`src/rtl/video_hv_timing_counter.sv`:
```
// video_hv_timing_counter
//   Free-running H/V raster counter for the 1024x768 display pipe. Produces
//   registered H/V counts, line/frame start strobes, a completed-frame counter
//   and an odd/even frame flag for the blank/sync comparator stage.
//   Build option HV_GENLOCK_EN adds an external active-low vsync input that is
//   synchronized and used to snap the raster back to the frame origin.
//
//   state | meaning
//   ------+------------------------------------------------------------
//   IDLE  | counters parked at 0, waiting for run
//   RUN   | raster counting on ce; genlock edges act here only
module video_hv_timing_counter #(
    parameter int H_TOTAL  = 1344,
    parameter int V_TOTAL  = 806,
    parameter int CW       = 12,
    parameter int FC_W     = 8
`ifdef HV_GENLOCK_EN
    ,
    parameter int LOCK_WIN = 4
`endif
) (
    input  logic            clk,
    input  logic            rst,
    input  logic            ce,
    input  logic            run,
    output logic [CW-1:0]   H,
    output logic [CW-1:0]   V,
    output logic            line_start,
    output logic            frame_start,
    output logic [FC_W-1:0] frame_cnt,
    output logic            odd_frame,
    output logic            running
`ifdef HV_GENLOCK_EN
    ,
    input  logic            ext_vsync_n,
    output logic            locked
`endif
);

    localparam logic [CW-1:0] H_LAST = CW'(H_TOTAL - 1);
    localparam logic [CW-1:0] V_LAST = CW'(V_TOTAL - 1);

    typedef enum logic {
        IDLE = 1'b0,
        RUN  = 1'b1
    } state_t;

    state_t          state;
    state_t          state_nxt;
    logic [CW-1:0]   h_nxt;
    logic [CW-1:0]   v_nxt;
    logic            line_start_nxt;
    logic            frame_start_nxt;
    logic [FC_W-1:0] frame_cnt_nxt;
    logic            odd_frame_nxt;
    logic            running_nxt;

`ifdef HV_GENLOCK_EN
    localparam logic [CW-1:0] LOCK_LIM = CW'(LOCK_WIN);

    logic vsync_s1;
    logic vsync_s2;
    logic vsync_prev;
    logic vsync_fall;
    logic locked_nxt;

    // Two-stage synchronizer plus one delay flop for falling-edge detection;
    // flops idle high so a low ext_vsync_n out of reset looks like one edge.
    always_ff @(posedge clk or negedge rst) begin
        if (!rst) begin
            vsync_s1   <= 1'b1;
            vsync_s2   <= 1'b1;
            vsync_prev <= 1'b1;
        end else begin
            vsync_s1   <= ext_vsync_n;
            vsync_s2   <= vsync_s1;
            vsync_prev <= vsync_s2;
        end
    end

    assign vsync_fall = vsync_prev & ~vsync_s2;
`endif

    // Next-state and next-output computation for the raster FSM.
    always_comb begin
        state_nxt       = state;
        h_nxt           = H;
        v_nxt           = V;
        line_start_nxt  = 1'b0;
        frame_start_nxt = 1'b0;
        frame_cnt_nxt   = frame_cnt;
        odd_frame_nxt   = odd_frame;
`ifdef HV_GENLOCK_EN
        locked_nxt      = locked;
`endif
        case (state)
            IDLE: begin
                h_nxt = '0;
                v_nxt = '0;
`ifdef HV_GENLOCK_EN
                locked_nxt = 1'b0;
`endif
                // Entry pulses mark the origin but are not a completed frame.
                if (run) begin
                    state_nxt       = RUN;
                    line_start_nxt  = 1'b1;
                    frame_start_nxt = 1'b1;
                end
            end
            RUN: begin
                if (!run) begin
                    state_nxt = IDLE;
                    h_nxt     = '0;
                    v_nxt     = '0;
`ifdef HV_GENLOCK_EN
                    locked_nxt = 1'b0;
`endif
                end else begin
                    if (ce) begin
                        if (H < H_LAST) begin
                            h_nxt = H + 1'b1;
                        end else begin
                            h_nxt          = '0;
                            line_start_nxt = 1'b1;
                            if (V < V_LAST) begin
                                v_nxt = V + 1'b1;
                            end else begin
                                v_nxt           = '0;
                                frame_start_nxt = 1'b1;
                                frame_cnt_nxt   = frame_cnt + 1'b1;
                                odd_frame_nxt   = ~odd_frame;
                            end
                        end
                    end
`ifdef HV_GENLOCK_EN
                    // A correction replaces whatever the ce step computed, and
                    // counts as exactly one frame even if it lands on a wrap.
                    if (vsync_fall) begin
                        if ((V == '0) && (H <= LOCK_LIM)) begin
                            locked_nxt = 1'b1;
                        end else begin
                            h_nxt           = '0;
                            v_nxt           = '0;
                            line_start_nxt  = 1'b1;
                            frame_start_nxt = 1'b1;
                            frame_cnt_nxt   = frame_cnt + 1'b1;
                            odd_frame_nxt   = ~odd_frame;
                            locked_nxt      = 1'b0;
                        end
                    end
`endif
                end
            end
            default: begin
                state_nxt = IDLE;
                h_nxt     = '0;
                v_nxt     = '0;
            end
        endcase
        running_nxt = (state_nxt == RUN);
    end

    // Register state and every output so nothing reaches a port combinationally.
    always_ff @(posedge clk or negedge rst) begin
        if (!rst) begin
            state       <= IDLE;
            H           <= '0;
            V           <= '0;
            line_start  <= 1'b0;
            frame_start <= 1'b0;
            frame_cnt   <= '0;
            odd_frame   <= 1'b0;
            running     <= 1'b0;
`ifdef HV_GENLOCK_EN
            locked      <= 1'b0;
`endif
        end else begin
            state       <= state_nxt;
            H           <= h_nxt;
            V           <= v_nxt;
            line_start  <= line_start_nxt;
            frame_start <= frame_start_nxt;
            frame_cnt   <= frame_cnt_nxt;
            odd_frame   <= odd_frame_nxt;
            running     <= running_nxt;
`ifdef HV_GENLOCK_EN
            locked      <= locked_nxt;
`endif
        end
    end

endmodule
```
`config.mk`:
```
export PLATFORM = sky130hd
export DESIGN_NAME = video_hv_timing_counter
export DESIGN_NICKNAME = d
export VERILOG_FILES = /design/src/rtl/video_hv_timing_counter.sv
export SDC_FILE = /design/constraint.sdc
export NUM_CORES = 1
export LEC_CHECK = 0
export CELL_PAD_IN_SITES_DETAIL_PLACEMENT = 0
export CELL_PAD_IN_SITES_GLOBAL_PLACEMENT = 2
export CORE_MARGIN = 2
export CORE_UTILIZATION = 41
export DETAILED_ROUTE_END_ITERATION = 8
export DONT_BUFFER_PORTS = 1
export PLACE_DENSITY = 0.94
export SLEW_MARGIN = 20
export SYNTH_ARGS = -nofsm -noshare
export SYNTH_HDL_FRONTEND = slang
export SYNTH_SLANG_ARGS = --single-unit
```
`constraint.sdc`:
```
create_clock -name clk -period 5.4 [get_ports clk]
set_clock_uncertainty 0.05 [all_clocks]
set_input_delay 1.35 -clock clk [delete_from_list [all_inputs] [get_ports clk]]
set_output_delay 1.35 -clock clk [all_outputs]
set_load 0.02 [all_outputs]
```
# == Word level (Yosys, flattened, before mapping) ==
# Index checks and enable logic that the tools add are counted.
# word_totals
regBits,36
latchBits,0
ramBits,0
mem_bits_ro,0
word_cells,39
mem_count,0
# op_classes
add_sub_neg,3
n_mul,0
n_div,0
order_cmp,2
n_eq_ne,2
shifts,0
muxes,19
bitwise,4
reduce_logical,2
# op_table
op,n
12-bit two-way mux,7
12-bit case mux with 2 select lines,2
"12-bit by 1-bit adder with 12-bit output, second input constant",2
"12-bit by 10-bit less-than comparator with 1-bit output, second input constant",1
"12-bit by 11-bit less-than comparator with 1-bit output, second input constant",1
"8-bit by 1-bit adder with 8-bit output, second input constant",1
1-bit two-way mux,8
"3-bit inequality test, second input constant",2
5-bit AND reduction,1
1-bit inverter,4
1-bit case mux with 2 select lines,2
2-bit AND reduction,1

# == Logic depth before layout (Yosys ltp) ==
# depth
word_depth,6
depth_mapped,8
mapped_depth_nobuf,7

# == Worst setup path before layout ==
# No wires, ideal clock.
# synth_path
path_type,input-to-reg
start,in ce
end,reg frame_cnt[1]
setup_time_ns,0.125
arrival_ns,2.433
required_ns,5.225
path_slack_ns,2.792
cell_stages,4
n_path_buf,1
path_cell_list,clkbuf_1 -> nand3_1 -> or3_4 -> mux2_4
# synth_between
elab_chain_len,1
# synth_rtl
item,line,rtl
start: declaration,24,"input logic ce,"
5-bit AND reduction (no source line),-,
end signal: assignment,183,frame_cnt <= frame_cnt_nxt;
end: declaration,30,"output logic [FC_W-1:0] frame_cnt,"
# Every way passes these cells.
# A chain may end at the register's enable or synchronous reset.

# == Final worst setup path ==
# layout_path
start,reg H[0]
end,reg frame_cnt[1]
# layout_between
elab_chain_len,3
# layout_rtl
item,line,rtl
start: declaration,26,"output logic [CW-1:0] H,"
start signal: assignment,179,H <= h_nxt;
12-bit by 11-bit less-than comparator with 1-bit output,120,if (H < H_LAST) begin
1-bit inverter (no source line),-,
5-bit AND reduction (no source line),-,
# Every way passes these cells.

==> reports/qor.yml <==
outcome: "completed"
synth_area_leaders: "dfrtp_1 (48%), nand2_1 (4.4%), xnor2_1 (3.7%)"
synth_xor_area_share_pct: 7.02
antenna_cells_inserted: 0
num-nets-final: 203
grt_usage_pct: 17.5
critical-path-max-stage-delay_ns: 0.67
netlist_area_mm2: 0.00187
cts_resized: 0
syn_avg_cell_area_um2: 9.64
core_area_mm2: 0.00438
slew_viol_final: 0
vdd_ir_drop_max_mv: 0.135
yosys.cell_count.top_type: "dfrtp_1"
power_leakage_nw: 0.859
synth_commonest_cells: "dfrtp_1 (36), nand2_1 (22), nor2_1 (17)"
cts_tree: "yes"
placement.setup.worst_slack_ns: 2.34
finalWorstSetupSlack_ns: 2.55
rsz0062_at_grt: "false"
slew_headroom_pct: 39.8
async_flop_share_pct: 100
netlist_instances: 194
drc: 0
wl_per_cell_um: 16.3
seq_area_frac_synth_pct: 48.2
dieArea_mm2: 0.00512
fmax_mhz: 351
synthSimpleGateAreaFrac_pct: 25.4
top_layer_used: "met4"
finalWeightedCongestion: 0.788
firstDrtPassIters: 4
met2_length_um: 2030
rrSetupSlack_ns: 2.55
numPortBuffers: 0
drive_above_1_share_pct: 10.2
synth_ff_type: "dfrtp_1"
htreeDepth: 2
synth_top_family_by_area: "simple AND/OR/NAND/NOR gates"
grt_remaining_overflow: 0
cp_slowest_cell: "or3_4"
met1Wirelength_um: 1740
critical_path.max_fanout: 22
cp.arrival_ns: 2.98
yosysWarnings: 0
numCtsBuffers: 5
wl_met3_um: 234
grt_pass1_vias: 1467
cts_hold_buf: 0
grt_max_degree: 37
wl_um: 4030
die_x_um: 71.5
worst_hold_slack_ns: 0.559
drtAntennaViolNets: 0
crit_chain: "ha_1 > nand2_1 > o21ai_2 > nand3_1 > or3_4 > mux2_4"
crit_path_start_kind: "flip-flop"
ys_types: 43
crit_path_end_kind: "flip-flop"
setup_violations: 0
finalSetupTns_ns: 0
worst_pin_slew_ns: 0.901
antenna_found_initial: 0
synth-edff-count: 0
synthMuxAreaShare_pct: 1.34
period_needed_ns: 2.85
die_y_um: 71.5
power.total_w: 0.000518
powerDensity_mw_per_mm2: 257
routed_via_density: 5.67
clockRootBuffer: "clkbuf_8"
grt_pass1_wl_um: 7090
area_growth_pct: 7.76
place_hpwl_um: 2810
maxCapViolations: 0
synth_top_cell_by_area: "dfrtp_1"
worstSkewPairLatency_ns: 0.28
drtIter0Drc: 52
criticalPathCategory: "flip-flop to flip-flop"
clockBufferDepth: 2
start_util_pct: 42.7
yosys.area.top_type_share_pct: 48.2
hold_class: "flip-flop to flip-flop"
synth_nets: 202
post_cts_buffers: 0
pin_count: 40
cp.required_ns: 5.53
fin_crit_sh_pct: 52.8
clock_sink_count: 36
synthAdderAreaFrac_pct: 2.68
clk_pin_slew_ns: 0.08
num_vias: 1407
ys_seq_elements: 36
hold_viol_final: 0
synth_compound_area_share_pct: 11.9
rows: 24
## path summary, 6_finish.rpt
| path | startpoint | to | cells past startpoint |
|---|---|---|---|
| max in group asynchronous | rst | H[6] | 0 |
| worst max register to register | H[0] | frame_cnt[1] | 6 |
| worst min-delay path | frame_cnt[7] | frame_cnt[7] | 1 |
| worst max-delay path | H[0] | frame_cnt[1] | 6 |
| min in group asynchronous | rst | frame_cnt[1] | 0 |
| worst min register to register | frame_cnt[7] | frame_cnt[7] | 1 |
## kinds of logic after synthesis
| kind of cell | Yosys count |
|---|---|
| AOI/OAI and AO/OA | 34 |
| xor gates and xnor gates | 15 |
| adders and majority gates | 4 |
| buffers and inverters | 15 |
| DFF | 36 |
| muxes | 2 |
| and+or+nand+nor | 88 |
## layer usage
layer,track usage [%],vias up
met5,0,-
met4,6.08,0
met3,5.34,2
met2,28.7,43
met1,22.1,683
li1,-,679
## worst max-delay path, delay by kind of cell, from the launching register on
| kind | cells | cell delay (ns) |
|---|---|---|
| DFF | 1 | 0.52 |
| AOI/OAI and AO/OA | 1 | 0.21 |
| adders and majority gates | 1 | 0.24 |
| muxes | 1 | 0.31 |
| and+or+nand+nor | 3 | 1.41 |
## where the power goes
part	switching (W)	internal [W]	leakage, nW
logic	0.00000631	0.00000204	0.307
clock network	0.0000985	0.000137	0.0541
registers	0.00000337	0.000271	0.498
total	0.000108	0.000410	0.859
## registers in the layout, summed over array words and instances, names as in the netlist
register,cells
H,12
V,12
frame_cnt,8
frame_start,1
line_start,1
odd_frame,1
state,1
## metrics by stage
stage / area, um2 / std cells / utilization, %
after floorplan: 1870 / 194 / -
final: 2020 / 248 / 46.0
after detailed placement: 1900 / 240 / 43.4
after global placement: 1900 / 240 / 43.4
after global routing: 2020 / 248 / 46.0
after CTS: 2020 / 248 / 46.0
## area by class of cell
type	count	area [um2]
inverters	9	33.8
well taps	52	65.1
clock buffers	5	68.8
clock inverters	3	42.5
flip-flops and latches	36	901
multi-input cells	143	905
fillers	423	2370
## cells in the final DEF (no fill, tap or decap), types with 5 or more instances in the layout
| cell type | count |
|---|---|
| xnor2_1 | 8 |
| nor3_1 | 5 |
| or3_1 | 7 |
| nand3_1 | 11 |
| xor2_1 | 7 |
| nand2_1 | 22 |
| a21oi_1 | 12 |
| o22ai_1 | 7 |
| clkbuf_8 | 5 |
| inv_1 | 9 |
| dfrtp_1 | 36 |
| nor2_1 | 17 |
(Power assumes the default switching activity.)
